--- src/rtl/game_countdown_timer.sv ---
// Round countdown timer: 1 s prescaler, pause/resume, reload, saturating bonus,
// low-time warning and registered N-digit ASCII readout for the text path.
module game_countdown_timer #(
    parameter int TICK_DIV   = 100_000_000,
    parameter int NUM_DIGITS = 2,
    parameter int START_SECS = 31,
    parameter int BONUS_SECS = 5,
    parameter int WARN_SECS  = 5,
    localparam int MAX_SECS  = 10**NUM_DIGITS - 1,
    localparam int CNT_W     = $clog2(MAX_SECS + 1)
) (
    input  logic                    clk,
    input  logic                    rst_n,
    input  logic                    start,
    input  logic                    pause,
    input  logic                    load,
    input  logic                    bonus,
    output logic [CNT_W-1:0]        secs_left,
    output logic [7*NUM_DIGITS-1:0] time_ascii,
    output logic                    running,
    output logic                    paused,
    output logic                    timer_done,
    output logic                    done_pulse,
    output logic                    warn
);

    localparam int PRE_W = (TICK_DIV > 1) ? $clog2(TICK_DIV) : 1;

    localparam logic [1:0] IDLE    = 2'd0;
    localparam logic [1:0] RUNNING = 2'd1;
    localparam logic [1:0] PAUSED  = 2'd2;
    localparam logic [1:0] DONE    = 2'd3;

    localparam logic [CNT_W-1:0] MAX_V   = CNT_W'(MAX_SECS);
    localparam logic [CNT_W-1:0] START_V = CNT_W'(START_SECS);
    localparam logic [CNT_W-1:0] BONUS_V = CNT_W'((BONUS_SECS > MAX_SECS) ? MAX_SECS : BONUS_SECS);
    localparam logic [CNT_W-1:0] WARN_V  = CNT_W'((WARN_SECS > MAX_SECS) ? MAX_SECS : WARN_SECS);
    localparam logic [CNT_W-1:0] TEN     = CNT_W'(10);
    localparam logic [CNT_W:0]   SUM_ONE = (CNT_W+1)'(1);
    localparam logic [PRE_W-1:0] PRE_ONE  = PRE_W'(1);
    localparam logic [PRE_W-1:0] PRE_LAST = PRE_W'(TICK_DIV - 1);

    // Binary to leading-zero ASCII decimal, units digit in the low 7 bits.
    function automatic logic [7*NUM_DIGITS-1:0] to_ascii(input logic [CNT_W-1:0] value);
        logic [7*NUM_DIGITS-1:0] result;
        logic [CNT_W-1:0]        rest;
        logic [CNT_W-1:0]        digit;
        result = '0;
        rest   = value;
        for (int i = 0; i < NUM_DIGITS; i++) begin
            digit              = rest % TEN;
            result[7*i +: 7]   = 7'h30 + 7'(digit);
            rest               = rest / TEN;
        end
        return result;
    endfunction

    localparam logic [7*NUM_DIGITS-1:0] START_ASCII = to_ascii(START_V);

    logic [1:0]       state;
    logic [1:0]       state_nxt;
    logic [PRE_W-1:0] presc;
    logic [PRE_W-1:0] presc_nxt;
    logic [CNT_W-1:0] secs_nxt;
    logic [CNT_W:0]   sum;
    logic             tick;
    logic             enter_done;

    always_comb begin
        // NOTE: every signal driven here gets a default first, so no latch is inferred.
        state_nxt  = state;
        presc_nxt  = presc;
        secs_nxt   = secs_left;
        enter_done = 1'b0;
        tick       = 1'b0;
        sum        = '0;

        if (load) begin
            state_nxt = IDLE;
            presc_nxt = '0;
            secs_nxt  = START_V;
        end else begin
            case (state)
                IDLE: begin
                    presc_nxt = '0;
                    if (start) begin
                        if (START_V == '0) begin
                            state_nxt  = DONE;
                            enter_done = 1'b1;
                        end else if (pause) begin
                            state_nxt = PAUSED;
                        end else begin
                            state_nxt = RUNNING;
                        end
                    end
                end
                RUNNING: begin
                    // Pausing freezes the prescaler so the partial second is kept.
                    if (pause) begin
                        state_nxt = PAUSED;
                    end else begin
                        tick      = (presc == PRE_LAST);
                        presc_nxt = tick ? '0 : presc + PRE_ONE;
                    end
                end
                PAUSED: begin
                    if (!pause) state_nxt = RUNNING;
                end
                default: begin
                end
            endcase

            if (state == RUNNING || state == PAUSED) begin
                sum = {1'b0, secs_left} + (bonus ? {1'b0, BONUS_V} : '0);
                if (tick && sum != '0) sum = sum - SUM_ONE;
                secs_nxt = (sum > {1'b0, MAX_V}) ? MAX_V : sum[CNT_W-1:0];
                if (tick && secs_nxt == '0) begin
                    state_nxt  = DONE;
                    enter_done = 1'b1;
                end
            end
        end
    end

    // NOTE: every register here has a defined async reset value; nothing is left to power-up state.
    always_ff @(posedge clk or negedge rst_n) begin
        if (!rst_n) begin
            state      <= IDLE;
            presc      <= '0;
            secs_left  <= START_V;
            time_ascii <= START_ASCII;
            running    <= 1'b0;
            paused     <= 1'b0;
            timer_done <= 1'b0;
            done_pulse <= 1'b0;
            warn       <= 1'b0;
        end else begin
            // NOTE: non-blocking assignments so every register samples pre-edge values.
            state      <= state_nxt;
            presc      <= presc_nxt;
            secs_left  <= secs_nxt;
            time_ascii <= to_ascii(secs_nxt);
            running    <= (state_nxt == RUNNING);
            paused     <= (state_nxt == PAUSED);
            timer_done <= (state_nxt == DONE);
            done_pulse <= enter_done;
            warn       <= ((state_nxt == RUNNING) || (state_nxt == PAUSED)) && (secs_nxt <= WARN_V);
        end
    end

endmodule

--- config.mk ---
export PLATFORM = sky130hd
export DESIGN_NAME = game_countdown_timer
export DESIGN_NICKNAME = d
export VERILOG_FILES = /design/src/rtl/game_countdown_timer.sv
export SDC_FILE = /design/constraint.sdc
export NUM_CORES = 1
export LEC_CHECK = 0
export ABC_AREA = 1
export CORE_ASPECT_RATIO = 1.5
export CORE_MARGIN = 2
export CORE_UTILIZATION = 31
export CTS_CLUSTER_DIAMETER = 120
export DETAILED_ROUTE_END_ITERATION = 8
export PLACE_DENSITY_LB_ADDON = 0.1
export SYNTH_ARGS = -nofsm -noshare
export SYNTH_HDL_FRONTEND = slang
export SYNTH_SLANG_ARGS = --single-unit
--- constraint.sdc ---
create_clock -name clk -period 12.6 [get_ports clk]
set_clock_uncertainty 0.1 [all_clocks]
set_input_delay 3.78 -clock clk [delete_from_list [all_inputs] [get_ports clk]]
set_output_delay 3.78 -clock clk [all_outputs]
set_load 0.1 [all_outputs]
==> run metrics, run 1 <==
routed vias=3491; max_cap viols=0; Detailed Route Iter0 Violations=137; DIE WIDTH=97.1 um; initial antenna violation count=0; IO Count=32; Layout Area Growth over Synthesis=15.9%; Setup Crit Path Kind=input pin to flop; relative slew slack=34.0%; most instantiated cells after synthesis=nand2_1 (112), inv_1 (73), nor2_1 (45); root buf cell=clkbuf_16; Die ar.=0.0139 mm^2; worst reg-to-reg setup slack=6840 ps; Worst-path clk slew=80 ps; Post-DRT Antenna Nets=0; Crit path required time=12710 ps; CP startpoint kind=input pin; TritonCTS clock tree=yes; final wirelength=10.0 mm; synth top area cells=dfrtp_1 (27%), nand2_1 (10%), dfstp_2 (7.2%); Mapped Area=0.00403 mm^2; DP Worst Slack=3050 ps; most frequent cell after synthesis=nand2_1; met2 Use GR=29.1%; DRT Pass-1 Iters=4; Post-synth EDFFs=0; Post-route DRC=0; Unique masters post-synth=49; Arr. time, crit path=9280 ps; CTS-repair resized insts=0; Worst Hold Class=flop to flop; CP delay by family, top=simple AND/OR/NAND/NOR gates; Setup TNS=0 ps; diode count=0; clock sink total=54; post-DR wirelength/cell=13.8 um; Buffers & Inverters on Critical Path=5; crit path max fanout=9; Via-to-Cell Ratio=4.79; Async S/R FF share, synth=100%; clk_lat worst skew=300 ps; share of the synthesized area in the top cell type=26.7%; Area after DPL=0.00452 mm^2; unrepaired setup endpoints after global routing=false; met3 Usage GRT=2.33%; final setup fails=0; fraction of layout cells with a size suffix above 1=17.5%; met1 Use GR=16.7%; sequential share of the synthesized area=33.9%; Syn Nets=561; P_leak=2.12 nW; syn avg cell area=7.56 um^2; number of global-route vias before repair=3597; largest net degree at the start of global routing=55; minimum clock period after layout=9180 ps; hold buffers post-CTS=0; grt ovf=0; Total GRT Usage=15.2%; initial core utilization=31.4%; final period utilization=72.8%; number of synthesis warnings=0; CP Capture Type=flop; status=complete, no violations; postcts setup bufs=0; number of CTS-inserted buffers=5; PD cells=182 mW/mm^2; ys flop type=dfrtp_1; slowest stage cell, crit path=clkdlybuf4s50_1; maximum VDD drop=0.000165 V; Max Freq=109 MHz; Slowest Stage Delay on Critical Path=440 ps; Buffers on Ports=31; final hold vios=0; Final Instance Area=0.00467 mm^2; placed wire-length estimate=7.94 mm; clock buffer depth=2; register bit total from synthesis=54; post-synth top area cell=dfrtp_1; row cnt=51; first-pass GRT wire length=17.1 mm; core area=0.0128 mm^2; Slew @ Worst Pin=987 ps; gpl congestion=0.859; CTS H-tree depth=2; Most Crowded Layer GR=met2; DIE HEIGHT=144 um; fin. max-slew vios=0; Fillers=1361; Crit path top cell by count=nand2_4; final net count=597; Post-Synthesis Cells=533; Worst Slack Setup Final=3420 ps
layout make-up:
type | count | area [um^2] | area share, %
multi-input cells | 388 | 2300 | 49.2
flip-flops and latches | 54 | 1370 | 29.2
clock buffers | 5 | 125 | 2.68
well taps | 159 | 199 | 4.26
inverters | 87 | 338 | 7.23
repair buffers | 33 | 320 | 6.86
clock inverters | 3 | 23.8 | 0.509
cells by family after synthesis:
group                    Yosys count  synth area share (%)
AND/OR/NAND/NOR                  286                  37.2
buffers and inverters             91                  9.04
AO/OA/AOI/OAI                     69                  10.7
flip-flops                        54                  33.9
adder cells (fa/ha/maj)           22                  6.83
XOR/XNOR                          11                  2.39
metal layers:
| layer | wire length, um | share of wire [%] |
|---|---|---|
| met5 | 0 | 0 |
| met4 | 305 | 3.0 |
| met3 | 251 | 2.5 |
| met2 | 5340 | 53 |
| met1 | 4140 | 41 |
state kept, by name, summed over array words and instances (netlist names):
name        flops
timer_done      1
presc          27
time_ascii     14
running         1
paused          1
state           2
warn            1
done_pulse      1
secs_left       6
where the power goes:
part           internal (mW)  leakage, nW  switching, mW
Combinational          0.129         1.35          0.358
Clock                 0.0746       0.0664         0.0690
Sequential             0.205        0.705         0.0137
final timing paths:
path / from / endpoint / depth (start not counted)
max: bonus / time_ascii[6] / 42
min reg2reg: presc[3] / presc[4] / 1
max reg2reg: time_ascii[0] / time_ascii[6] / 44
max in group asynchronous: rst_n / state[1] / 2
min: presc[3] / presc[4] / 1
min in group asynchronous: rst_n / presc[20] / 2
cell usage in the layout (no fill, tap or decap), drive strengths merged, types with 11 or more instances in the layout:
cell           netlist  final
nand2              148    148
inv                 84     85
nor2                54     54
nand3               53     53
dfrtp               43     43
a21oi               33     33
clkdlybuf4s50        0     30
ha                  22     22
o21ai               16     16
nand4               11     11
dfstp               11     11
metrics by stage:
stage | hold WS, ps | instances | power [mW] | utilization (%)
after floorplan | 381 | 533 | 0.610 | -
after global placement | 405 | 721 | 0.713 | 35.3
after detailed placement | 412 | 721 | 0.714 | 35.3
after CTS | 424 | 729 | 0.862 | 36.4
after global routing | 463 | 729 | 0.910 | 36.4
final | 434 | 729 | 0.849 | 36.4
Power figures use the tool's default switching activity.
==> run 2, diff against run 1 <==
- clock period: 12.6 -> 9.5 ns (I/O delays scaled with it)
==> run 2 against run 1 <==
  * Sequential share of layout area is the same
  * Global-route usage shrank 0.096 points
  * Via count shrank 0.63%
  * Routed wire length grew 0.49%
  * Register-to-register slack lost 3100 ps
  * Combinational power grew 32%
  * Critical path depth is the same
  * Worst hold slack lost 3.4 ps
  * Setup slack lost 2200 ps
  * Count of clock-buffer cells in the layout is the same
  * Clock power grew 33%
==> run metrics, run 2 (synthesis gave the netlist of run 1 again) <==
status=complete, no violations; minimum clock period after layout=8230 ps; unrepaired setup endpoints after global routing=false; clock sink total=54; Via-to-Cell Ratio=4.76; fraction of layout cells with a size suffix above 1=17.5%; DRT Pass-1 Iters=5; Total GRT Usage=15.1%; CTS-repair resized insts=0; max_cap viols=0; biggest regs=presc x27, time_ascii x14, secs_left x6; Die ar.=0.0139 mm^2; final net count=597; most frequent cells in the layout=nand2_1 (112), inv_1 (73), nor2_1 (45); clk_lat worst skew=300 ps; maximum VDD drop=0.000151 V; core area=0.0128 mm^2; Largest Register=presc; post-DR wirelength/cell=13.8 um; Detailed Route Iter0 Violations=106; CTS H-tree depth=2; Arr. time, crit path=8340 ps; initial antenna violation count=0; PD cells=241 mW/mm^2; Buffers on Ports=31; Worst Hold Class=flop to flop; CP startpoint kind=input pin; largest net degree at the start of global routing=55; final period utilization=86.6%; Layout Area Growth over Synthesis=15.9%; slowest stage cell, crit path=clkdlybuf4s50_1; crit path max fanout=9; DIE HEIGHT=144 um; postcts setup bufs=0; Worst-path clk slew=80 ps; number of global-route vias before repair=3528; P_leak=2.12 nW; final setup fails=0; root buf cell=clkbuf_16; grt ovf=0; Max Freq=122 MHz; number of CTS-inserted buffers=5; most common cell after layout, fill and taps aside=nand2_1; initial core utilization=31.4%; placed wire-length estimate=7.94 mm; first-pass GRT wire length=17.0 mm; CP Capture Type=flop; clock buffer depth=2; final hold vios=0; relative slew slack=34.0%; TritonCTS clock tree=yes; row cnt=51; Crit path top cell by count=nand2_4; max reg flops=27; gpl congestion=0.859; Crit path required time=9610 ps; hold buffers post-CTS=0; routed vias=3469; Slowest Stage Delay on Critical Path=440 ps; Setup Crit Path Kind=input pin to flop; Slew @ Worst Pin=987 ps; final wirelength=10.1 mm; Setup TNS=0 ps; DIE WIDTH=97.1 um; IO Count=32; fin. max-slew vios=0; Post-route DRC=0; Fillers=1342; hold slack=431 ps; diode count=0; Post-DRT Antenna Nets=0
[run 2: stage by stage]
stage / instance area [um^2] / power, mW / std cells / worst slack (ps) / util (%)
after floorplan: 4030 / 0.810 / 533 / 1930 / -
after global placement: 4520 / 0.946 / 721 / 1030 / 35.3
after detailed placement: 4520 / 0.947 / 721 / 899 / 35.3
after CTS: 4670 / 1.14 / 729 / 1220 / 36.4
after global routing: 4670 / 1.21 / 729 / 595 / 36.4
final: 4670 / 1.13 / 729 / 1270 / 36.4
[run 2: critical path: cells and delay by family]
family / cells / cell delay, ps
buffers and inverters: 5 / 680
AO/OA/AOI/OAI: 1 / 300
XOR/XNOR: 4 / 820
adder cells (fa/ha/maj): 5 / 1000
AND/OR/NAND/NOR: 27 / 2690
[run 2: final timing paths]
path | cells past startpoint | to | start | slack, ps
max reg2reg | 44 | time_ascii[6] | time_ascii[0] | 3770
min reg2reg | 1 | presc[4] | presc[3] | 430
min | 1 | presc[4] | presc[3] | 430
min in group asynchronous | 2 | presc[20] | rst_n | 2580
max | 42 | time_ascii[6] | bonus | 1270
max in group asynchronous | 2 | state[1] | rst_n | 6240
[run 2: cell type report]
type | count | area [um^2] | area share, %
clock buffers | 5 | 125 | 2.68
clock inverters | 3 | 23.8 | 0.509
repair buffers | 33 | 320 | 6.86
flip-flops and latches | 54 | 1370 | 29.2
well taps | 159 | 199 | 4.26
inverters | 87 | 338 | 7.23
multi-input cells | 388 | 2300 | 49.2
[run 2: per-layer routing]
metal | wire length [um] | GRT usage [%] | vias to the layer above
met1 | 4120 | 16.4 | 1616
li1 | - | - | 1792
met5 | 0 | 0 | -
met2 | 5490 | 29.7 | 46
met4 | 239 | 4.89 | 0
met3 | 229 | 2.19 | 15
[run 2: report_power, final]
group / switching (mW) / internal, mW
combinational: 0.473 / 0.172
sequential: 0.0184 / 0.272
clock: 0.0927 / 0.0990
==> run 3, diff against run 2 <==
- PLACE_DENSITY: not set -> 0.47
- PLACE_DENSITY_LB_ADDON: 0.1 -> not set
==> run 3 against run 2 <==
  * Cell area increased by 0.13%
  * Non-clock buffer count stayed put
  * Routed wire length fell by 2.2%
  * Total power increased by 0.35%
  * Largest cell class unchanged
  * Largest power group unchanged
==> run metrics, run 3 (synthesis gave the netlist of run 1 again) <==
status=complete, no violations; Max Used Layer=met4; Die ar.=0.0139 mm^2; IO Count=32; Buffers on Ports=31; FF-to-FF End=time_ascii[6]; clock power share=17.4%; Net Switching=0.582 mW; final net count=597; Worst R2R Start=time_ascii[0]; CP startpoint kind=input pin; Final Util=36.5%; final hold vios=0; final setup fails=0; Max Freq=120 MHz; Detailed Route Iter0 Violations=114; diode count=0; TritonCTS clock tree=yes; fraction of layout cells with a size suffix above 1=17.5%; Worst Hold Class=flop to flop; Layout Area Growth over Synthesis=16.1%; minimum clock period after layout=8310 ps; relative slew slack=34.5%; Slowest Stage Delay on Critical Path=430 ps; switching share of power=51.5%; worst reg-to-reg setup slack=3700 ps; most common cell after layout, fill and taps aside=nand2_1; clock buffer depth=2; grt ovf=0; row cnt=51; most frequent cells in the layout=nand2_1 (112), inv_1 (73), nor2_1 (45); CTS H-tree depth=2; core area=0.0128 mm^2; R2R cell count=42; post-DR wirelength/cell=13.5 um; Worst Slack Setup Final=1190 ps; largest net degree at the start of global routing=55; CTS-repair resized insts=0; Cell Int Power=0.549 mW; placed wire-length estimate=7.84 mm; P_leak=2.13 nW; maximum VDD drop=0.000205 V; DRT Pass-1 Iters=5; number of CTS-inserted buffers=5; max_cap viols=0; Setup Crit Path Kind=input pin to flop; number of global-route vias before repair=3537; biggest regs=presc x27, time_ascii x14, secs_left x6; Worst setup endpoint=time_ascii[6]; Setup TNS=0 ps; Slew @ Worst Pin=980 ps; Crit. Startpoint=bonus; Crit path required time=9600 ps; crit path max fanout=9; min-delay src=presc[3]; total chip power=1.13 mW; Worst-path clk slew=70 ps; DP Worst Slack=861 ps; hold buffers post-CTS=0; root buf cell=clkbuf_16; final period utilization=87.4%; routed vias=3532; clock sink total=54; final wirelength=9.86 mm; Crit path top cell by count=nand2_4; Arr. time, crit path=8410 ps; fin. max-slew vios=0; WL met3=224 um; PD cells=242 mW/mm^2; gpl congestion=0.853; DIE HEIGHT=144 um; clk_lat worst skew=300 ps; Post-route DRC=0; max reg flops=27; slowest stage cell, crit path=clkdlybuf4s50_1; Comb power frac=56.9%; DIE WIDTH=97.1 um; postcts setup bufs=0; Largest Register=presc; initial antenna violation count=0; WL met1=4.01 mm; Post-DRT Antenna Nets=0; Total GRT Usage=14.9%; Via-to-Cell Ratio=4.84; CP Capture Type=flop; sequential share of power=25.7%; unrepaired setup endpoints after global routing=false; first-pass GRT wire length=16.5 mm; WL met2=5.31 mm; initial core utilization=31.4%
==> run 3: how the worst min path moves through the flow <==
stage	slack, ps	to	cells after the start
after global routing	460	presc[4]	1
final	420	presc[4]	1
after detailed placement	410	presc[4]	1
after global placement	400	presc[4]	1
after CTS	420	presc[4]	1
after floorplan	380	presc[4]	1
==> run 3: area by class of cell <==
cell class	instances	area (um^2)
Clock inverter	2	16.3
Multi-Input combinational cell	388	2300
Clock buffer	6	139
Timing Repair Buffer	33	320
Tap cell	159	199
Fill cell	1326	8150
Inverter	87	338
Sequential cell	54	1370
==> run 3: metrics by stage <==
step	cells	instance area, um^2	hold WS (ps)
after global placement	721	4520	403
after detailed placement	721	4520	405
after floorplan	533	4030	381
after global routing	729	4680	463
final	729	4680	422
after CTS	729	4680	419
==> run 3: worst max-delay path: cells and delay by family <==
| family | cells | cell delay (ps) |
|---|---|---|
| buffers and inverters | 5 | 670 |
| AO/OA/AOI/OAI | 1 | 300 |
| adder cells (fa/ha/maj) | 5 | 1010 |
| XOR/XNOR | 4 | 850 |
| AND/OR/NAND/NOR | 27 | 2700 |
==> run 3: power groups by stage <==
stage                     Clock, mW  Combinational, mW  Sequential (mW)
after floorplan                   0              0.307            0.503
after global placement            0              0.650            0.295
after detailed placement          0              0.649            0.295
after CTS                     0.205              0.651            0.292
after global routing          0.215              0.700            0.295
final                         0.197              0.644            0.290
==> run 3: layer usage <==
layer  vias up  GRT usage [%]
met5         -              0
met4         0           7.19
met3        23           2.24
met2        52           28.3
met1      1660           16.0
li1       1797              -
